<file path="src/rtl/fetch_stage_if.sv">
// Instruction-memory bus between the fetch stage and instruction memory.
//   imem_req_valid/imem_req_addr : fetch request (fetch -> memory)
//   imem_req_ready               : memory accepts the request this cycle
//   imem_rsp_valid/imem_rsp_data : response for the single in-flight request
interface fetch_stage_if;
  logic        imem_req_valid;
  logic [31:0] imem_req_addr;
  logic        imem_req_ready;
  logic        imem_rsp_valid;
  logic [31:0] imem_rsp_data;

  modport master (
    output imem_req_valid, imem_req_addr,
    input  imem_req_ready, imem_rsp_valid, imem_rsp_data
  );

  modport slave (
    input  imem_req_valid, imem_req_addr,
    output imem_req_ready, imem_rsp_valid, imem_rsp_data
  );
endinterface

</file>
<file path="src/rtl/fetch_stage.sv">
// Instruction fetch stage plus IF/ID pipeline register.
// Holds the PC, issues one outstanding request at a time to instruction memory,
// buffers one response while decode is stalled, and flushes on redirect.
// Ports:
//   clk, rst        : clock, synchronous active-high reset
//   imem            : instruction-memory bus (master side)
//   stall           : decode cannot accept; IF/ID holds
//   redirect_valid  : taken branch/jump; redirect_pc is the target (bits [1:0] ignored)
//   if_id_valid/pc/instr : IF/ID slot towards decode / execute
module fetch_stage #(
  parameter logic [31:0] RESET_PC  = 32'h0000_0000,
  parameter logic [31:0] NOP_INSTR = 32'h0000_0013
) (
  input  logic               clk,
  input  logic               rst,
  fetch_stage_if.master      imem,
  input  logic               stall,
  input  logic               redirect_valid,
  input  logic [31:0]        redirect_pc,
  output logic               if_id_valid,
  output logic [31:0]        if_id_pc,
  output logic [31:0]        if_id_instr
);

  typedef enum logic [1:0] {S_REQ, S_WAIT, S_HOLD} state_t;

  state_t      state, state_n;
  logic [31:0] pc, pc_n;
  logic [31:0] inflight_pc, inflight_pc_n;
  logic [31:0] hold_buf, hold_buf_n;
  logic        discard, discard_n;
  logic        ifv_n;
  logic [31:0] ifpc_n, ifinstr_n;

  assign imem.imem_req_valid = (state == S_REQ);
  assign imem.imem_req_addr  = {pc[31:2], 2'b00};

  always_ff @(posedge clk) begin
    if (rst) begin
      state       <= S_REQ;
      pc          <= RESET_PC;
      inflight_pc <= 32'h0;
      hold_buf    <= 32'h0;
      discard     <= 1'b0;
      if_id_valid <= 1'b0;
      if_id_pc    <= 32'h0;
      if_id_instr <= NOP_INSTR;
    end else begin
      state       <= state_n;
      pc          <= pc_n;
      inflight_pc <= inflight_pc_n;
      hold_buf    <= hold_buf_n;
      discard     <= discard_n;
      if_id_valid <= ifv_n;
      if_id_pc    <= ifpc_n;
      if_id_instr <= ifinstr_n;
    end
  end

  always_comb begin
    state_n       = state;
    pc_n          = pc;
    inflight_pc_n = inflight_pc;
    hold_buf_n    = hold_buf;
    discard_n     = discard;
    ifv_n         = if_id_valid;
    ifpc_n        = if_id_pc;
    ifinstr_n     = if_id_instr;

    // Unstalled decode consumes the slot; refill below if something arrives.
    if (!stall) begin
      ifv_n     = 1'b0;
      ifinstr_n = NOP_INSTR;
    end

    unique case (state)
      S_REQ: begin
        if (imem.imem_req_ready) begin
          inflight_pc_n = pc;
          pc_n          = pc + 32'd4;
          state_n       = S_WAIT;
        end
      end
      S_WAIT: begin
        if (imem.imem_rsp_valid) begin
          if (discard) begin
            discard_n = 1'b0;
            state_n   = S_REQ;
          end else if (!stall) begin
            ifv_n     = 1'b1;
            ifpc_n    = inflight_pc;
            ifinstr_n = imem.imem_rsp_data;
            state_n   = S_REQ;
          end else begin
            hold_buf_n = imem.imem_rsp_data;
            state_n    = S_HOLD;
          end
        end
      end
      S_HOLD: begin
        if (!stall) begin
          ifv_n     = 1'b1;
          ifpc_n    = inflight_pc;
          ifinstr_n = hold_buf;
          state_n   = S_REQ;
        end
      end
      default: state_n = S_REQ;
    endcase

    // Redirect overrides everything computed above.
    if (redirect_valid) begin
      pc_n          = {redirect_pc[31:2], 2'b00};
      inflight_pc_n = inflight_pc;
      hold_buf_n    = hold_buf;
      ifv_n         = 1'b0;
      ifpc_n        = if_id_pc;
      ifinstr_n     = NOP_INSTR;
      unique case (state)
        S_REQ: begin
          // A request accepted this cycle still gets a response; mark it stale.
          if (imem.imem_req_ready) begin
            state_n   = S_WAIT;
            discard_n = 1'b1;
          end else begin
            state_n   = S_REQ;
            discard_n = discard;
          end
        end
        S_WAIT: begin
          if (imem.imem_rsp_valid) begin
            state_n   = S_REQ;
            discard_n = 1'b0;
          end else begin
            state_n   = S_WAIT;
            discard_n = 1'b1;
          end
        end
        default: begin
          state_n   = S_REQ;
          discard_n = discard;
        end
      endcase
    end
  end

endmodule
</file>
<file path="src/flat_wrapper.sv">
// flat-port wrapper written by rule: the top's interface ports become plain ports
module fetch_stage_flat 
#(
  parameter logic [31:0] RESET_PC  = 32'h0000_0000,
  parameter logic [31:0] NOP_INSTR = 32'h0000_0013
)
  (clk, rst, stall, redirect_valid, redirect_pc, if_id_valid, if_id_pc, if_id_instr, imem_imem_req_valid, imem_imem_req_addr, imem_imem_req_ready, imem_imem_rsp_valid, imem_imem_rsp_data);
  fetch_stage_if imem_i ();
  input  logic clk;
  input  logic rst;
  input  logic stall;
  input  logic redirect_valid;
  input  logic [31:0] redirect_pc;
  output logic if_id_valid;
  output logic [31:0] if_id_pc;
  output logic [31:0] if_id_instr;
  output wire logic [$bits(imem_i.imem_req_valid)-1:0] imem_imem_req_valid;
  output wire logic [$bits(imem_i.imem_req_addr)-1:0] imem_imem_req_addr;
  input wire logic [$bits(imem_i.imem_req_ready)-1:0] imem_imem_req_ready;
  input wire logic [$bits(imem_i.imem_rsp_valid)-1:0] imem_imem_rsp_valid;
  input wire logic [$bits(imem_i.imem_rsp_data)-1:0] imem_imem_rsp_data;
  assign imem_imem_req_valid = imem_i.imem_req_valid;
  assign imem_imem_req_addr = imem_i.imem_req_addr;
  assign imem_i.imem_req_ready = imem_imem_req_ready;
  assign imem_i.imem_rsp_valid = imem_imem_rsp_valid;
  assign imem_i.imem_rsp_data = imem_imem_rsp_data;
  fetch_stage #(.RESET_PC(RESET_PC), .NOP_INSTR(NOP_INSTR)) u_core (.clk(clk), .rst(rst), .imem(imem_i), .stall(stall), .redirect_valid(redirect_valid), .redirect_pc(redirect_pc), .if_id_valid(if_id_valid), .if_id_pc(if_id_pc), .if_id_instr(if_id_instr));
endmodule
</file>
<file path="config.mk">
export PLATFORM = sky130hd
export DESIGN_NAME = fetch_stage_flat
export DESIGN_NICKNAME = d
export VERILOG_FILES = /design/src/rtl/fetch_stage_if.sv /design/src/rtl/fetch_stage.sv /design/src/flat_wrapper.sv
export SDC_FILE = /design/constraint.sdc
export NUM_CORES = 1
export LEC_CHECK = 0
export CAP_MARGIN = 20
export CORE_MARGIN = 2
export CORE_UTILIZATION = 68
export CTS_CLUSTER_DIAMETER = 200
export DETAILED_ROUTE_END_ITERATION = 16
export DONT_BUFFER_PORTS = 1
export PLACE_DENSITY = 0.84
export SYNTH_ARGS = -nofsm -noshare
export SYNTH_HDL_FRONTEND = slang
export SYNTH_SLANG_ARGS = --single-unit
</file>
<file path="constraint.sdc">
create_clock -name clk -period 5.3 [get_ports clk]
set_clock_uncertainty 0.2 [all_clocks]
set_input_delay 0.53 -clock clk [delete_from_list [all_inputs] [get_ports clk]]
set_output_delay 0.53 -clock clk [all_outputs]
set_load 0.05 [all_outputs]
</file>
==> results.py <==
metrics = {
    "sta": {
        "setup_viol": 0,
        "worstMarginPinSlew_ns": 1.14,
        "fin_crit_ns": 3.40,
        "post-route-period-util_pct": 64.2,
        "slew-limit-headroom_pct": 23.7,
        "fin_ws_ns": 1.90,
        "finalHoldViolCount": 0,
        "slew_violations": 0,
        "setup_tns_ns": 0,
        "rsz0062_at_grt": "no",
        "max_freq_mhz": 294,
    },
    "logic_synthesis": {
        "synth-seq-cells": 158,
        "synth.yosys.seq_area_share_pct": 46.6,
        "yosysWarnings": 0,
        "syn_avg_cell_area_sq_um": 8.20,
        "netlist_area_sq_um": 6790,
        "yosysMostFrequentCell": "nand2_1",
        "synth_edf_count": 0,
        "synthFlopType": "dfxtp_1",
        "ys_async_sr_fraction_pct": 0,
        "synthCells": 828,
        "synth_area_leaders": "dfxtp_1, nand2_1, a21oi_1",
        "synth.top_cells.by_count": "nand2_1, dfxtp_1, a21oi_1, nor2_1, clkbuf_1",
        "yosys.cell_types.count": 51,
        "yosysTopAreaCell": "dfxtp_1",
        "synth_top_cell_area_share_pct": 46.6,
    },
    "power": {
        "swShare_pct": 26.0,
        "ir_drop_mv": 0.222,
        "p_comb_share_pct": 8.2,
        "power_density_nw_per_um2": 350,
        "p_switching_uw": 732,
        "p_leak_nw": 2.81,
        "p_clk_share_pct": 44.8,
        "intPower_mw": 2.09,
        "total_power_mw": 2.82,
        "pwr-share-seq_pct": 47.1,
    },
    "critical_path": {
        "r2r-end": "u_core.pc[27]",
        "rrSetupSlack_ns": 1.90,
        "critPathSlowestCell": "nor4_2",
        "cp_max_fo": 12,
        "startpoint_type": "flip-flop",
        "criticalPathCategory": "reg2reg",
        "crit_required_ns": 5.53,
        "rr_startpoint": "u_core.state[0]",
        "crit_chain": "inv_1 > ha_1 > nand4_1 > nor4_2 > a311oi_1 > a2111oi_2",
        "rr_worst_depth": 6,
        "crit_path_end_kind": "flip-flop",
        "worst-path-buf-inv": 1,
        "worst_ep_arrival_time_ns": 3.63,
        "cpLargestDelayFamily": "simple AND/OR/NAND/NOR gates",
        "slowest_delay_ns": 0.96,
    },
    "routing": {
        "route.met2.wl_um": 9380,
        "met1Wirelength_um": 7590,
        "viasPerCell": 6.39,
        "avgRoutedWirePerCell_um": 19.3,
        "antenna_left": 0,
        "top_layer": "met4",
        "vias": 6357,
        "first_pass_iters": 6,
        "routed_wl_um": 19200,
        "drt_iter0_markers": 557,
        "drc_errors": 0,
        "wl_met3_um": 1680,
    },
    "job": {
        "cap_violations": 0,
    },
    "run_status": {
        "outcome": "finished clean",
    },
    "floorplan": {
        "rows": 36,
        "fp.coreArea_sq_um": 9730,
        "die_w_um": 104,
        "boundaryPins": 168,
        "start_util_pct": 69.8,
        "die_area_sq_um": 10800,
        "fp.dieH_um": 104,
    },
    "clock_tree": {
        "h-tree-depth": 4,
        "cts_root_buf": "clkbuf_8",
        "clkLatencyLatePin_ns": 0.53,
        "cts_resized": 0,
        "clk_transition_reported_paths_ns": 0.06,
        "cts_sinks": 158,
        "cts_tree": "done",
        "cts_buffer_depth": 2,
        "numCtsBuffers": 17,
    },
    "global_routing": {
        "track_usage_pct": 34.9,
        "overflow": 0,
        "grt_max_degree": 123,
        "antenna_found_initial": 0,
        "first_global_vias": 6322,
        "grt_pass1_wl_um": 30700,
    },
    "min_path": {
        "hold_depth": 2,
        "hold_path_startpoint": "redirect_pc[28]",
        "hold_end": "u_core.pc[28]",
        "hold_class": "in2reg",
    },
    "cells_and_area": {
        "nets": 923,
        "antenna_cells": 0,
        "drive_gt1_share_pct": 7.31,
        "syn2layout_area_growth_pct": 18.6,
    },
    "placement": {
        "place_ws_ns": 2.00,
        "io_buffers": 0,
        "globalplace.congestion": 0.815,
        "dp_hpwl_um": 10900,
    },
}
==> cells by family after synthesis <==
group | synth area share, %
compound gates | 21.6
xor+xnor | 1.55
flops | 46.6
mux | 0.295
buf+inv | 5.31
fa+ha+maj | 0.737
simple gates | 23.8
other cells | 0.0552
==> routing by layer <==
layer | track usage (%) | up-vias
met5 | 0 | -
met4 | 15.9 | 0
met3 | 8.90 | 57
met2 | 59.7 | 361
met1 | 41.3 | 3013
li1 | - | 2926
==> cell usage in the layout (no fill, tap or decap), types with 8 or more instances in the layout <==
master / n
and3_1: 12
a311oi_1: 10
nor2b_1: 13
nand2_1: 198
xnor2_1: 8
a2111oi_2: 9
a22oi_1: 30
o21ai_0: 8
a22o_1: 29
dfxtp_1: 158
nand3_1: 10
and4_1: 13
a211oi_1: 14
inv_1: 17
dlygate4sd3_1: 59
clkbuf_16: 16
a21oi_1: 104
nor2_1: 53
==> state kept, by name, summed over array words and instances (netlist names) <==
register,flops
u_core.discard,1
u_core.if_id_pc,30
u_core.state,2
u_core.inflight_pc,30
u_core.if_id_instr,32
u_core.if_id_valid,1
u_core.hold_buf,32
u_core.pc,30
==> per-stage QoR <==
step	utilization, %	instances	hold WS, ns	cell area (sq um)
after floorplan	-	831	0.232	6800
after global placement	68.9	898	0.234	6710
after detailed placement	69.3	900	0.237	6740
after CTS	82.0	992	0.00197	7980
after global routing	82.7	995	0.0218	8050
final	82.7	995	0.0244	8050
==> power groups by stage <==
stage / combinational (mW) / sequential (mW) / clock (mW)
6_report: 0.231 / 1.33 / 1.26
3_3_place_gp: 0.151 / 1.35 / 0
5_1_grt: 0.249 / 1.33 / 1.32
4_1_cts: 0.217 / 1.32 / 1.27
2_1_floorplan: 0.156 / 1.34 / 0
3_5_place_dp: 0.161 / 1.35 / 0
==> worst reg2reg max path: cells and delay by family (launching register included) <==
| kind | cells | cell delay [ns] |
|---|---|---|
| fa+ha+maj | 1 | 0.72 |
| simple gates | 2 | 1.41 |
| flops | 1 | 0.34 |
| buf+inv | 1 | 0.10 |
| compound gates | 2 | 0.55 |
==> cell type report <==
cell class / instances / area, sq um
Clock buffer: 21 / 469
Clock inverter: 11 / 155
Fill cell: 635 / 1680
Inverter: 17 / 63.8
Multi-Input combinational cell: 586 / 3280
Sequential cell: 158 / 3160
Tap cell: 133 / 166
Timing Repair Buffer: 69 / 748
==> what timing repair did <==
item                                   4_1_cts  5_1_grt
buffers inserted                             0        0
hold buffers                                60        0
endpoints found under the hold margin      126        0
==> how the worst max path moves through the flow <==
stage,from,to,slack (ns),cells after the start
CTS,u_core.state[1],u_core.pc[27],1.98,6
floorplan,u_core.state[0],u_core.pc[27],2.81,8
detailed placement,u_core.state[1],u_core.pc[27],2.00,6
finish,u_core.state[0],u_core.pc[27],1.90,6
global route,u_core.state[1],u_core.pc[19],1.75,6
global placement,u_core.state[0],u_core.pc[27],2.13,6
No activity file was read; power rests on OpenSTA's default activity.
